==> config.mk <==
export PLATFORM = sky130hd
export DESIGN_NAME = cgra_fu_rv
export DESIGN_NICKNAME = d
export VERILOG_FILES = /design/src/rtl/cgra_fu_pkg.sv /design/src/rtl/cgra_alu.sv /design/src/rtl/cgra_fu_rv.sv
export SDC_FILE = /design/constraint.sdc
export NUM_CORES = 2
export LEC_CHECK = 0
export CAP_MARGIN = 25
export CORE_UTILIZATION = 55
export DETAILED_ROUTE_END_ITERATION = 8
export PLACE_DENSITY = 0.74
export REMOVE_ABC_BUFFERS = 1
export SYNTH_ARGS = -nofsm -noshare
export SYNTH_HDL_FRONTEND = slang
export SYNTH_SLANG_ARGS = --single-unit
export TNS_END_PERCENT = 20
==> constraint.sdc <==
create_clock -name clk -period 19.1 [get_ports clk]
set_clock_uncertainty 0.1 [all_clocks]
set_input_delay 2.865 -clock clk [delete_from_list [all_inputs] [get_ports clk]]
set_output_delay 2.865 -clock clk [all_outputs]
set_load 0.01 [all_outputs]
==> src/rtl/cgra_fu_pkg.sv <==
// Shared definitions for the CGRA functional-unit stage: opcode encodings.
package cgra_fu_pkg;

  localparam int FU_OP_WIDTH = 4;

  typedef enum logic [FU_OP_WIDTH-1:0] {
    FU_ADD    = 4'd0,
    FU_SUB    = 4'd1,
    FU_MUL    = 4'd2,
    FU_AND    = 4'd3,
    FU_OR     = 4'd4,
    FU_XOR    = 4'd5,
    FU_SLL    = 4'd6,
    FU_SRL    = 4'd7,
    FU_SRA    = 4'd8,
    FU_SLT    = 4'd9,
    FU_SLTU   = 4'd10,
    FU_PASS_A = 4'd11
  } fu_op_e;

endpackage

==> src/rtl/cgra_alu.sv <==
// Combinational ALU for the CGRA functional unit. Undefined opcodes yield 0.
module cgra_alu
  import cgra_fu_pkg::*;
#(
  parameter int DATA_WIDTH = 32
) (
  input  logic [FU_OP_WIDTH-1:0] op,
  input  logic [DATA_WIDTH-1:0]  a,
  input  logic [DATA_WIDTH-1:0]  b,
  output logic [DATA_WIDTH-1:0]  res
);

  localparam int SHW = (DATA_WIDTH > 1) ? $clog2(DATA_WIDTH) : 1;

  logic [SHW-1:0] w_sh;
  logic           w_slt;
  logic           w_sltu;

  // Shift amount uses only the low bits of b so any b is a legal shift.
  assign w_sh   = b[SHW-1:0];
  assign w_slt  = $signed(a) < $signed(b);
  assign w_sltu = a < b;

  // Operation select; every result is truncated to DATA_WIDTH.
  always_comb begin
    res = '0;
    case (fu_op_e'(op))
      FU_ADD:    res = a + b;
      FU_SUB:    res = a - b;
      FU_MUL:    res = a * b;
      FU_AND:    res = a & b;
      FU_OR:     res = a | b;
      FU_XOR:    res = a ^ b;
      FU_SLL:    res = a << w_sh;
      FU_SRL:    res = a >> w_sh;
      FU_SRA:    res = DATA_WIDTH'($signed(a) >>> w_sh);
      FU_SLT:    res = {{(DATA_WIDTH-1){1'b0}}, w_slt};
      FU_SLTU:   res = {{(DATA_WIDTH-1){1'b0}}, w_sltu};
      FU_PASS_A: res = a;
      default:   res = '0;
    endcase
  end

endmodule

==> src/rtl/cgra_fu_rv.sv <==
// Elastic FU stage: joins two ready/valid operands (or folds in_a tokens in
// accumulate mode) and presents the result in one registered output slot.
module cgra_fu_rv
  import cgra_fu_pkg::*;
#(
  parameter int DATA_WIDTH    = 32,
  parameter int ACC_CNT_WIDTH = 16
) (
  input  logic                     clk,
  input  logic                     rst,
  input  logic                     enable,
  input  logic [DATA_WIDTH-1:0]    in_a,
  input  logic                     in_a_v,
  output logic                     in_a_r,
  input  logic [DATA_WIDTH-1:0]    in_b,
  input  logic                     in_b_v,
  output logic                     in_b_r,
  output logic [DATA_WIDTH-1:0]    out,
  output logic                     out_v,
  input  logic                     out_r,
  input  logic [FU_OP_WIDTH-1:0]   cfg_op,
  input  logic                     cfg_acc_mode,
  input  logic [DATA_WIDTH-1:0]    cfg_init,
  input  logic [ACC_CNT_WIDTH-1:0] cfg_acc_iters
);

  logic [DATA_WIDTH-1:0]    r_out;
  logic                     r_out_v;
  logic [DATA_WIDTH-1:0]    r_acc;
  logic [ACC_CNT_WIDTH-1:0] r_cnt;

  logic                     w_slot_free;
  logic [ACC_CNT_WIDTH-1:0] w_iters_m1;
  logic                     w_last;
  logic                     w_fire;
  logic                     w_emit;
  logic [DATA_WIDTH-1:0]    w_acc_src;
  logic [DATA_WIDTH-1:0]    w_alu_a;
  logic [DATA_WIDTH-1:0]    w_alu_b;
  logic [DATA_WIDTH-1:0]    w_alu_res;

  assign w_slot_free = !r_out_v || r_out_r_dummy_free();

  // Helper kept as a plain expression; see function below.
  function automatic logic r_out_r_dummy_free();
    return out_r;
  endfunction

  // An iteration count of 0 behaves like 1: every token is the last one.
  assign w_iters_m1 = (cfg_acc_iters == '0) ? '0 : cfg_acc_iters - ACC_CNT_WIDTH'(1);
  assign w_last     = (r_cnt == w_iters_m1);

  // At the start of a group the fold seeds from cfg_init directly, so a
  // cfg_init update made while idle takes effect without another reset.
  assign w_acc_src = (r_cnt == '0) ? cfg_init : r_acc;

  // Intermediate folds never need the output slot; only the final one does.
  assign w_fire = enable && (cfg_acc_mode ? (in_a_v && (!w_last || w_slot_free))
                                          : (in_a_v && in_b_v && w_slot_free));
  assign w_emit = w_fire && (!cfg_acc_mode || w_last);

  assign in_a_r = w_fire;
  assign in_b_r = w_fire && !cfg_acc_mode;

  assign w_alu_a = cfg_acc_mode ? w_acc_src : in_a;
  assign w_alu_b = cfg_acc_mode ? in_a : in_b;

  cgra_alu #(
    .DATA_WIDTH(DATA_WIDTH)
  ) u_alu (
    .op (cfg_op),
    .a  (w_alu_a),
    .b  (w_alu_b),
    .res(w_alu_res)
  );

  // Output slot: load on emit, drain on downstream accept, hold when stalled.
  always_ff @(posedge clk) begin
    if (rst) begin
      r_out   <= '0;
      r_out_v <= 1'b0;
    end else if (enable) begin
      if (w_emit) begin
        r_out   <= w_alu_res;
        r_out_v <= 1'b1;
      end else if (r_out_v && out_r) begin
        r_out_v <= 1'b0;
      end
    end
  end

  // Accumulator and fold counter; reload after the final token of a group.
  always_ff @(posedge clk) begin
    if (rst) begin
      r_acc <= cfg_init;
      r_cnt <= '0;
    end else if (w_fire && cfg_acc_mode) begin
      if (w_last) begin
        r_acc <= cfg_init;
        r_cnt <= '0;
      end else begin
        r_acc <= w_alu_res;
        r_cnt <= r_cnt + ACC_CNT_WIDTH'(1);
      end
    end
  end

  assign out   = r_out;
  assign out_v = r_out_v;

endmodule

==> summary.md <==
| Metric | Value |
|---|---|
| Via density per instance | `6.580` |
| CP arrival | `~13000 ps` |
| Ys Warns | `0` |
| Hold Fails Final Rpt | `0` |
| Crit-path max FO | `76` |
| Flops & latches, synth | `between 80 and 90` |
| Routed len/inst | `27.29 um` |
| Initial antenna violation count | `2` |
| Synth top area share | `0.2703` |
| Least-Margin Pin Slew | `1096 ps` |
| Crit path max-delay cell type | `buf_4` |
| Sequential area share after synthesis | `0.06394` |
| Worst path bufs/invs | `7` |
| Final Setup Violations | `0` |
| Final wirelength | `between 100 and 150 mm` |
| Post-synth ARST share | `0` |
| Top cells by area, synth | `fa_1, ha_1, nor2_1` |
| Status | `finished, final reports clean` |
| Clock latency on the worst-skew pair | `360 ps` |
| Initial Util | `0.5610` |
| Mean post-synth cell area | `8.023 um^2` |
| Critical path start-end classification | `primary input to flop` |
| Setup Fix Bufs, Post-CTS | `0` |
| Crit share post-route | `0.6900` |
| Routability cong. | `1.059` |
| Min Tclk post-route | `13180 ps` |
| # hold bufs at CTS | `0` |
| Crit. End Element | `flop` |
| # nets final | `4547` |
| CTS Buf Count | `9` |
| Met1 Track Usage GR | `0.5675` |
| H-Tree Depth | `3` |
| CTS tree | `built` |
| Overflow after GRT | `0` |
| Busiest grt layer | `met2` |
| Clock Tree Root | `clkbuf_16` |
| RSZ-0062 raised after global routing | `no` |
| Reg clk slew, reported paths | `approximately 60 ps` |
| Via count | `a little under 30000` |
| Crit path top cell by count | `fa_1` |
| Largest net degree at the start of global routing | `81` |
| Core Area | `54130 um^2` |
| Iter 0 DRT Violations | `3688` |
| EDFF count, synth | `32` |
| Number of global-route vias before repair | `29210` |
| Io pins | `158` |
| Post-Route Setup TNS | `0 ps` |
| Slew Limit Fails | `0` |
| Worst stage delay on the critical path | `roughly 730 ps` |
| # DRC | `0` |
| Most frequent cell after synthesis | `nor2_1` |
| Synth Instances | `3785` |
| Port bufs | `157` |
| Die Footprint | `56160 um^2` |
| Cell accounting for the most synthesized area | `fa_1` |
| Met2 Usage GRT | `0.6766` |
| Die W | `237.0 um` |
| Clock buffer depth | `2` |
| Number of fill cells in the layout | `approximately 5000` |
| Achievable frequency | `0.07587 GHz` |
| Antenna Nets Post-Route | `0` |
| CTS resizes | `0` |
| Startpoint types | `primary input` |
| Hold Path Class | `flop to flop` |
| Clk sinks | `81` |
| Slew margin rel. | `0.2695` |
| Most used DFF post-synth | `dfxtp_1` |
| Max-Cap Viols | `0` |
| Pre-antenna DRT Iters | `7` |
| Hpwl dp | `between 90 and 100 mm` |
| Met3 Usage GRT | `0.09163` |
| Top cell family by delay on the critical path | `adder cells` |
| Total track usage | `0.4383` |
| Post-synth top cells | `nor2_1, inv_1, fa_1` |
| Req. time, crit path | `around 19000 ps` |
| Synth unique cells | `105` |
| Area growth syn-to-layout | `7.355%` |
| Share of cells above drive strength 1 | `0.07086` |
| Rows | `85` |
| Die outline height | `237.0 um` |
| Synth Cell Area | `30370 um^2` |
| Global-route wire length before repair | `between 150 and 200 mm` |
## cell families after synthesis
group / count (synthesis) / synth area share
xor gates and xnor gates: 138 / 0.04367
muxes: 173 / 0.07103
AOI/OAI and AO/OA: 808 / 0.1843
buffers and inverters: 728 / 0.09666
DFF: 81 / 0.06394
and+or+nand+nor: 1224 / 0.1783
adders and majority gates: 633 / 0.3622
## state kept, by name (all words and copies together) (netlist names)
signal / count
r_acc: 32
r_cnt: 16
out_v: 1
out: 32
## worst paths after layout
path	from	endpoint	slack, ps	cells after the start
hold / removal	out[10]$_SDFFE_PP0P_	out[10]$_SDFFE_PP0P_	370	2
setup / recovery	cfg_acc_mode	r_acc[27]$_DFFE_PP_	5920	28
setup reg to reg	r_cnt[12]$_SDFFE_PP0P_	r_acc[27]$_DFFE_PP_	7890	32
hold reg to reg	out[10]$_SDFFE_PP0P_	out[10]$_SDFFE_PP0P_	370	2
## cell usage in the layout, fill, tap and decap left out, types with 17 or more instances in the layout
cell | synthesis | final
a211oi_1 | 103 | 103
a21o_1 | 36 | 36
a21oi_1 | 212 | 212
a221oi_1 | 26 | 26
a22oi_1 | 20 | 20
a31oi_1 | 58 | 58
buf_4 | 19 | 71
clkdlybuf4s50_1 | 0 | 153
dfxtp_1 | 49 | 49
edfxtp_1 | 32 | 32
fa_1 | 410 | 410
ha_1 | 223 | 223
inv_1 | 462 | 462
inv_2 | 21 | 22
mux2_2 | 39 | 39
mux2i_1 | 97 | 96
mux4_2 | 26 | 26
nand2_1 | 265 | 265
nand2b_1 | 30 | 30
nand3_1 | 89 | 89
nor2_1 | 634 | 632
nor2b_1 | 24 | 23
nor3_1 | 62 | 59
o21a_1 | 19 | 19
o21ai_0 | 120 | 120
o21bai_1 | 20 | 20
o221ai_1 | 27 | 27
or3_1 | 17 | 17
xnor2_1 | 101 | 101
xor2_1 | 28 | 28
## layer usage
metal,part of all wire,vias up
li1,-,12750
met1,0.38,14340
met2,0.44,2033
met3,0.11,438
met4,0.071,0
met5,0,-
## stage by stage
step | cells | utilization | setup slack (ps) | cell area, um^2 | hold WS (ps)
floorplan | 3551 | - | 5492 | 29290 | 370.0
global placement | 4474 | 0.5966 | 5659 | 32300 | 348.7
detailed placement | 4475 | 0.5968 | 5446 | 32300 | 349.9
CTS | 4491 | 0.6021 | 5819 | 32590 | 362.4
global route | 4492 | 0.6022 | 5688 | 32600 | 376.6
finish | 4493 | 0.6022 | 5920 | 32600 | 366.9
## worst register-to-register path, delay by kind of cell, from the launching register on
kind | cells | cell delay, ps
and+or+nand+nor | 6 | 1560
xor gates and xnor gates | 1 | 420
adders and majority gates | 9 | 4240
muxes | 1 | 320
DFF | 1 | 380
AOI/OAI and AO/OA | 9 | 2820
buffers and inverters | 6 | 1120
## layout make-up
type                    instances  area [um^2]  area share
diodes                          1        2.502  0.00007676
clock buffers                  11        254.0    0.007791
clock inverters                 5        35.03    0.001075
inverters                     494         1859     0.05703
multi-input cells            2976        25540      0.7834
flip-flops and latches         81         1942     0.05956
well taps                     696        870.8     0.02671
repair buffers                229         2098     0.06436
Power is not shown: default switching activity piles up to over one toggle a cycle in this logic, so the estimate is an artifact.
